File: config.mk
export PLATFORM = sky130hd
export DESIGN_NAME = ysyx_22051013_mdu
export DESIGN_NICKNAME = d
export VERILOG_FILES = /design/src/rtl/ysyx_22051013_mdu.sv
export SDC_FILE = /design/constraint.sdc
export NUM_CORES = 2
export LEC_CHECK = 0
export ABC_AREA = 1
export BUFFER_PORTS_ARGS = -buffer_cell sky130_fd_sc_hd__buf_2
export CAP_MARGIN = 20
export CORE_ASPECT_RATIO = 0.5
export CORE_MARGIN = 1.5
export CORE_UTILIZATION = 45
export DETAILED_ROUTE_END_ITERATION = 12
export SKIP_CTS_REPAIR_TIMING = 1
export SLEW_MARGIN = 0
export SYNTH_ARGS = -nofsm -noshare
export SYNTH_HDL_FRONTEND = slang
export SYNTH_SLANG_ARGS = --single-unit
File: constraint.sdc
create_clock -name clk -period 12.5 [get_ports clk]
set_clock_uncertainty 0.2 [all_clocks]
set_input_delay 2.5 -clock clk [delete_from_list [all_inputs] [get_ports clk]]
set_output_delay 2.5 -clock clk [all_outputs]
set_load 0.005 [all_outputs]
File: src/rtl/ysyx_22051013_mdu.sv
// Iterative RV64M multiply/divide unit: shift-add multiplier and restoring divider, one bit per cycle.
// Define YSYX_22051013_MDU_EARLY_EN to let divide-by-zero, signed overflow and zero-operand multiplies skip the iteration.
module ysyx_22051013_mdu #(
    parameter int XLEN = 64
) (
    input  logic            clk,
    input  logic            rst,
    input  logic            in_valid,
    output logic            in_ready,
    input  logic [3:0]      mdu_op,
    input  logic [XLEN-1:0] op1,
    input  logic [XLEN-1:0] op2,
    input  logic            flush,
    output logic            out_valid,
    input  logic            out_ready,
    output logic [XLEN-1:0] mdu_res,
    output logic            busy
);

    typedef enum logic [1:0] {IDLE, CALC, DONE} state_t;

    state_t            state_reg, state_next;
    logic [6:0]        cnt_reg;
    logic [3:0]        op_reg;
    logic              w_reg, mul_reg, neg_q_reg, neg_r_reg;
    logic              div_zero_reg, ovf_reg, mul_zero_reg;
    logic [XLEN-1:0]   a_reg, b_reg, hi_reg, lo_reg;

    // Request decode, evaluated on the raw inputs in the accept cycle
    logic              dec_w, dec_mul, dec_div, dec_illegal;
    logic              sign1_en, sign2_en, dec_s1, dec_s2;
    logic [31:0]       op1_w, op2_w, op1_w_mag, op2_w_mag;
    logic [XLEN-1:0]   a_mag, b_mag;
    logic              dec_div_zero, dec_ovf, dec_mul_zero, dec_early;
    logic              accept;

    always_comb begin
        dec_illegal = (mdu_op >= 4'd13);
        dec_mul     = (mdu_op <= 4'd4);
        dec_div     = !dec_mul && !dec_illegal;
        dec_w       = (mdu_op == 4'd4) || ((mdu_op >= 4'd9) && (mdu_op <= 4'd12));
        sign1_en    = (mdu_op == 4'd1) || (mdu_op == 4'd2) || (mdu_op == 4'd5) ||
                      (mdu_op == 4'd7) || (mdu_op == 4'd9) || (mdu_op == 4'd11);
        sign2_en    = (mdu_op == 4'd1) || (mdu_op == 4'd5) || (mdu_op == 4'd7) ||
                      (mdu_op == 4'd9) || (mdu_op == 4'd11);
        op1_w       = op1[31:0];
        op2_w       = op2[31:0];
        dec_s1      = sign1_en && (dec_w ? op1[31] : op1[63]);
        dec_s2      = sign2_en && (dec_w ? op2[31] : op2[63]);
        op1_w_mag   = dec_s1 ? (~op1_w + 32'd1) : op1_w;
        op2_w_mag   = dec_s2 ? (~op2_w + 32'd1) : op2_w;
        a_mag       = dec_w ? {32'b0, op1_w_mag} : (dec_s1 ? (~op1 + 64'd1) : op1);
        b_mag       = dec_w ? {32'b0, op2_w_mag} : (dec_s2 ? (~op2 + 64'd1) : op2);
        dec_div_zero = dec_div && (b_mag == '0);
        dec_ovf      = dec_div && sign1_en &&
                       (dec_w ? ((op1_w == 32'h8000_0000) && (op2_w == 32'hFFFF_FFFF))
                              : ((op1 == 64'h8000_0000_0000_0000) && (op2 == '1)));
        dec_mul_zero = dec_mul && ((a_mag == '0) || (b_mag == '0));
`ifdef YSYX_22051013_MDU_EARLY_EN
        dec_early    = dec_div_zero || dec_ovf || dec_mul_zero;
`else
        dec_early    = 1'b0;
`endif
    end

    assign accept = (state_reg == IDLE) && in_valid && !flush;

    // State register
    always_ff @(posedge clk) begin
        if (rst) state_reg <= IDLE;
        else     state_reg <= state_next;
    end

    // Next-state logic; flush overrides every other transition
    always_comb begin
        state_next = state_reg;
        case (state_reg)
            IDLE: if (accept) state_next = (dec_illegal || dec_early) ? DONE : CALC;
            CALC: if (cnt_reg == 7'd1) state_next = DONE;
            DONE: if (out_ready) state_next = IDLE;
            default: state_next = IDLE;
        endcase
        if (flush) state_next = IDLE;
    end

    // Outputs are forced low while rst is high
    logic [XLEN-1:0] res_final;
    always_comb begin
        in_ready  = (state_reg == IDLE) && !rst;
        busy      = (state_reg != IDLE) && !rst;
        out_valid = (state_reg == DONE) && !rst;
        mdu_res   = out_valid ? res_final : '0;
    end

    // One iteration: multiply shifts {hi,lo} right, divide shifts left
    logic [XLEN:0]   mul_sum, div_shift;
    logic            div_ge;
    logic [XLEN-1:0] div_sub, hi_step, lo_step;

    always_comb begin
        mul_sum   = {1'b0, hi_reg} + (lo_reg[0] ? {1'b0, a_reg} : '0);
        div_shift = {hi_reg, lo_reg[63]};
        div_ge    = (div_shift >= {1'b0, b_reg});
        div_sub   = div_shift[63:0] - b_reg;
        if (mul_reg) begin
            hi_step = mul_sum[64:1];
            lo_step = {mul_sum[0], lo_reg[63:1]};
        end else if (div_ge) begin
            hi_step = div_sub;
            lo_step = {lo_reg[62:0], 1'b1};
        end else begin
            hi_step = div_shift[63:0];
            lo_step = {lo_reg[62:0], 1'b0};
        end
    end

    always_ff @(posedge clk) begin
        if (rst) begin
            cnt_reg      <= '0;
            op_reg       <= '0;
            w_reg        <= 1'b0;
            mul_reg      <= 1'b0;
            neg_q_reg    <= 1'b0;
            neg_r_reg    <= 1'b0;
            div_zero_reg <= 1'b0;
            ovf_reg      <= 1'b0;
            mul_zero_reg <= 1'b0;
            a_reg        <= '0;
            b_reg        <= '0;
            hi_reg       <= '0;
            lo_reg       <= '0;
        end else if (accept) begin
            cnt_reg      <= dec_w ? 7'd32 : 7'd64;
            op_reg       <= mdu_op;
            w_reg        <= dec_w;
            mul_reg      <= dec_mul;
            neg_q_reg    <= dec_s1 ^ dec_s2;
            neg_r_reg    <= dec_s1;
            div_zero_reg <= dec_div_zero;
            ovf_reg      <= dec_ovf;
            mul_zero_reg <= dec_mul_zero;
            a_reg        <= a_mag;
            b_reg        <= b_mag;
            hi_reg       <= '0;
            // W divides start with the 32-bit dividend in the top half so 32 shifts consume it
            lo_reg       <= dec_mul ? b_mag : (dec_w ? {a_mag[31:0], 32'b0} : a_mag);
        end else if (state_reg == CALC) begin
            cnt_reg <= cnt_reg - 7'd1;
            hi_reg  <= hi_step;
            lo_reg  <= lo_step;
        end
    end

    // Sign fix-up and result selection on the held registers
    logic [XLEN-1:0] mulh_hi, quot_mag, quot, rem, dividend, res_raw;

    always_comb begin
        // High half of the negated 128-bit product: carry into it only when the low half is zero
        mulh_hi  = neg_q_reg ? (~hi_reg + {63'b0, (lo_reg == '0)}) : hi_reg;
        quot_mag = w_reg ? {32'b0, lo_reg[31:0]} : lo_reg;
        quot     = neg_q_reg ? (~quot_mag + 64'd1) : quot_mag;
        rem      = neg_r_reg ? (~hi_reg + 64'd1) : hi_reg;
        dividend = neg_r_reg ? (~a_reg + 64'd1) : a_reg;
        case (op_reg)
            4'd0:                     res_raw = lo_reg;
            4'd1, 4'd2, 4'd3:         res_raw = mulh_hi;
            4'd4:                     res_raw = {32'b0, lo_reg[63:32]};
            4'd5, 4'd6, 4'd9, 4'd10:  res_raw = div_zero_reg ? '1 : (ovf_reg ? dividend : quot);
            4'd7, 4'd8, 4'd11, 4'd12: res_raw = div_zero_reg ? dividend : (ovf_reg ? '0 : rem);
            default:                  res_raw = '0;
        endcase
        if (mul_zero_reg) res_raw = '0;
        res_final = w_reg ? {{32{res_raw[31]}}, res_raw[31:0]} : res_raw;
    end

endmodule

==> flow_summary.json <==
{
  "num_vias": 54200,
  "overflow": 0,
  "avgViaCountPerCell": 6.36,
  "clk_latency_ps": 690,
  "worstPathArrival_ps": 5870,
  "timing.slew.headroom": 0.221,
  "cts_sinks": 276,
  "cts.path.max_buffers": 3,
  "yosysUniqueCellTypes": 63,
  "yosysTopAreaCell": "nand2_1",
  "std_cell_rows": 76,
  "holdCritPathClass": "flip-flop to flip-flop",
  "core_area_um2": 86000,
  "mostFrequentLayoutCells": "1974 x nand2_1, 965 x nor2_1, 950 x inv_1",
  "mostFrequentLayoutCell": "nand2_1",
  "first_pass_iters": 8,
  "ys_ff_latch": 276,
  "async_reset_ff_frac": 0,
  "critPathBufInv": 3,
  "report.final.setup_viol": 0,
  "port_buffers": 203,
  "synth_area_um2": 39000,
  "synth_top_area_frac": 0.190,
  "area_growth_pct": 7.22,
  "drc_errors": 0,
  "max_freq_ghz": 0.117,
  "synth_fp_nets": 7573,
  "antenna_found_initial": 16,
  "routed_wl_um": 248000,
  "rsz0062_at_grt": "no",
  "cp_top_family": "simple AND/OR/NAND/NOR gates",
  "cpMostUsedCell": "nand2_1",
  "status": "completed",
  "ant_nets": 0,
  "p_sw_mw": 2.39,
  "hold_ws_ps": 270,
  "io_pins": 204,
  "grt_use_total": 0.538,
  "peakVddDrop_mv": 0.128,
  "finalSetupTns_ps": 0,
  "required_ps": 9800,
  "wl_per_cell_um": 29.1,
  "post-route-min-period_ps": 8570,
  "start_util": 0.454,
  "htree_levels": 1,
  "postSynthCellCount": 7295,
  "worstMarginPinSlew_ps": 1160,
  "place_area_um2": 40800,
  "numCtsBuffers": 29,
  "clockPowerShare": 0.216,
  "detailed_place_hpwl_um": 202000,
  "die-area_um2": 88600,
  "cts_root_buf": "clkbuf_16",
  "share_comb_of_total_power": 0.545,
  "worstPathCellList": "inv_1 -> ha_1 -> nand3_1 -> nor2_2 -> nand3_1 -> nor4_1 -> nand3_1 -> nor3_1 -> ha_1 -> ha_1 -> inv_1 -> nor2_1 -> nand2_1 -> o21ai_2 -> o21ai_0 -> a21oi_1 -> nand2_1 -> nand2_1 -> nand2_1 -> o22ai_1 -> nand3b_1 -> nand2_1 -> a21oi_2 -> buf_2",
  "critPathKind": "flip-flop to output pin",
  "period_share": 0.686,
  "place_congestion": 1.20,
  "synth.avg_cell_area_um2": 5.35,
  "critPathMaxStageDelay_ps": 430,
  "grt_pass1_wl_um": 343000,
  "grt_pass1_vias": 47700,
  "dieHeight_um": 211,
  "grt_max_degree": 78,
  "maxCapViolations": 0,
  "internal_power_mw": 2.00,
  "synth_edf_count": 0,
  "swShare": 0.545,
  "synth_top_flop_cell": "dfxtp_1",
  "worstSetupStartpointType": "flip-flop",
  "synth-seq-area-share": 0.142,
  "leakage_nw": 20.6,
  "ys_warn_count": 0,
  "die_x_um": 419,
  "pwr-share-seq": 0.239,
  "fin_nets": 7599,
  "cp_max_fo": 6,
  "power_density_nw_per_um2": 105,
  "synth_area_leaders": "nand2_1 19%, dfxtp_1 14%, nor2_1 9.4%, inv_1 9.1%, nand3_1 6.9%",
  "report.final.slew_viol_count": 0,
  "crit_path_end_kind": "output pin",
  "fin_area_um2": 41800,
  "cts_tree": "done",
  "drive_gt1_frac": 0.0586,
  "path_clk_slew_ps": 70,
  "slowest_stage": "nor3_1",
  "report.final.hold_viol_count": 0,
  "drt_iter0_markers": 9565
}
## layer usage
layer  wire length (um)  GRT usage  up-vias
met5                737     0.0519        -
met4              13900      0.248       18
met3              47300      0.311      752
met2              89100      0.692     4268
met1              97400      0.701    25000
li1                   -          -    24100
## area by class of cell
| class | instances | area (um^2) |
|---|---|---|
| Inverter | 987 | 3720 |
| Clock inverter | 15 | 139 |
| Tap cell | 1170 | 1460 |
| Sequential cell | 276 | 5540 |
| Fill cell | 9934 | 44100 |
| Multi-Input combinational cell | 5765 | 28700 |
| Timing Repair Buffer | 262 | 1460 |
| Antenna cell | 15 | 37.5 |
| Clock buffer | 38 | 810 |
## worst reg2reg max path, delay by kind of cell (launching register included)
kind,cells,cell delay [ps]
AO/OA/AOI/OAI,1,70
adder cells (fa/ha/maj),1,540
buffers and inverters,2,960
flip-flops,1,550
AND/OR/NAND/NOR,11,2290
## worst paths after layout
| path | start | to | slack [ps] | cells past startpoint |
|---|---|---|---|---|
| max reg2reg | b_reg[56]$_SDFFE_PP0P_ | hi_reg[41]$_SDFFE_PP0P_ | 7770 | 15 |
| min reg2reg | op_reg[1]$_SDFFE_PP0P_ | op_reg[1]$_SDFFE_PP0P_ | 270 | 2 |
| min | op_reg[1]$_SDFFE_PP0P_ | op_reg[1]$_SDFFE_PP0P_ | 270 | 2 |
| max | lo_reg[1]$_SDFFE_PP0P_ | mdu_res[62] | 3930 | 24 |
## power by group through the flow
| stage | Combinational [mW] | Clock [mW] | Sequential (mW) |
|---|---|---|---|
| floorplan | 1.41 | 0 | 0.991 |
| global placement | 2.22 | 0 | 1.05 |
| detailed placement | 2.21 | 0 | 1.05 |
| CTS | 2.22 | 0.925 | 1.03 |
| global route | 2.49 | 0.963 | 1.04 |
| finish | 2.39 | 0.949 | 1.05 |
## cells by family (layout without fill, tap and decap cells)
logic type,after synthesis,count (layout),synth area share
compound gates,1557,1557,0.229
flops,276,276,0.142
buf+inv,1254,1302,0.125
other cells,0,15,0
fa+ha+maj,141,141,0.0456
simple gates,3860,3860,0.412
xor+xnor,207,207,0.0465
## Yosys cell counts, drive strengths merged, types with 2 or more instances
library cell     n
and2             2
buf             99
nand4          140
a21oi          507
nand3          540
clkinv          12
clkbuf         168
a31oi           41
o22ai          150
ha             139
o21bai          35
a211oi          14
nor3           109
a21o            31
o311ai           2
nand3b          35
xnor2           31
xor2           176
nand2         1983
o2111ai         24
a221oi           7
inv            975
a2111oi          5
nor4            38
dfxtp          276
and3             5
a21boi          11
nor3b            2
nor2           994
o211ai          97
a22oi            2
o31ai            8
o221ai          24
o21ai          581
or2             10
fa               2
o21a            16
## through the flow
step	setup slack, ps	total power [mW]	std cells	utilization
after floorplan	6080	2.41	7295	-
after global placement	4470	3.27	8459	0.475
after detailed placement	4390	3.26	8459	0.475
after CTS	4270	4.18	8512	0.486
after global routing	3870	4.49	8517	0.486
final	3930	4.39	8528	0.487
No activity file was read; power rests on OpenSTA's default activity.
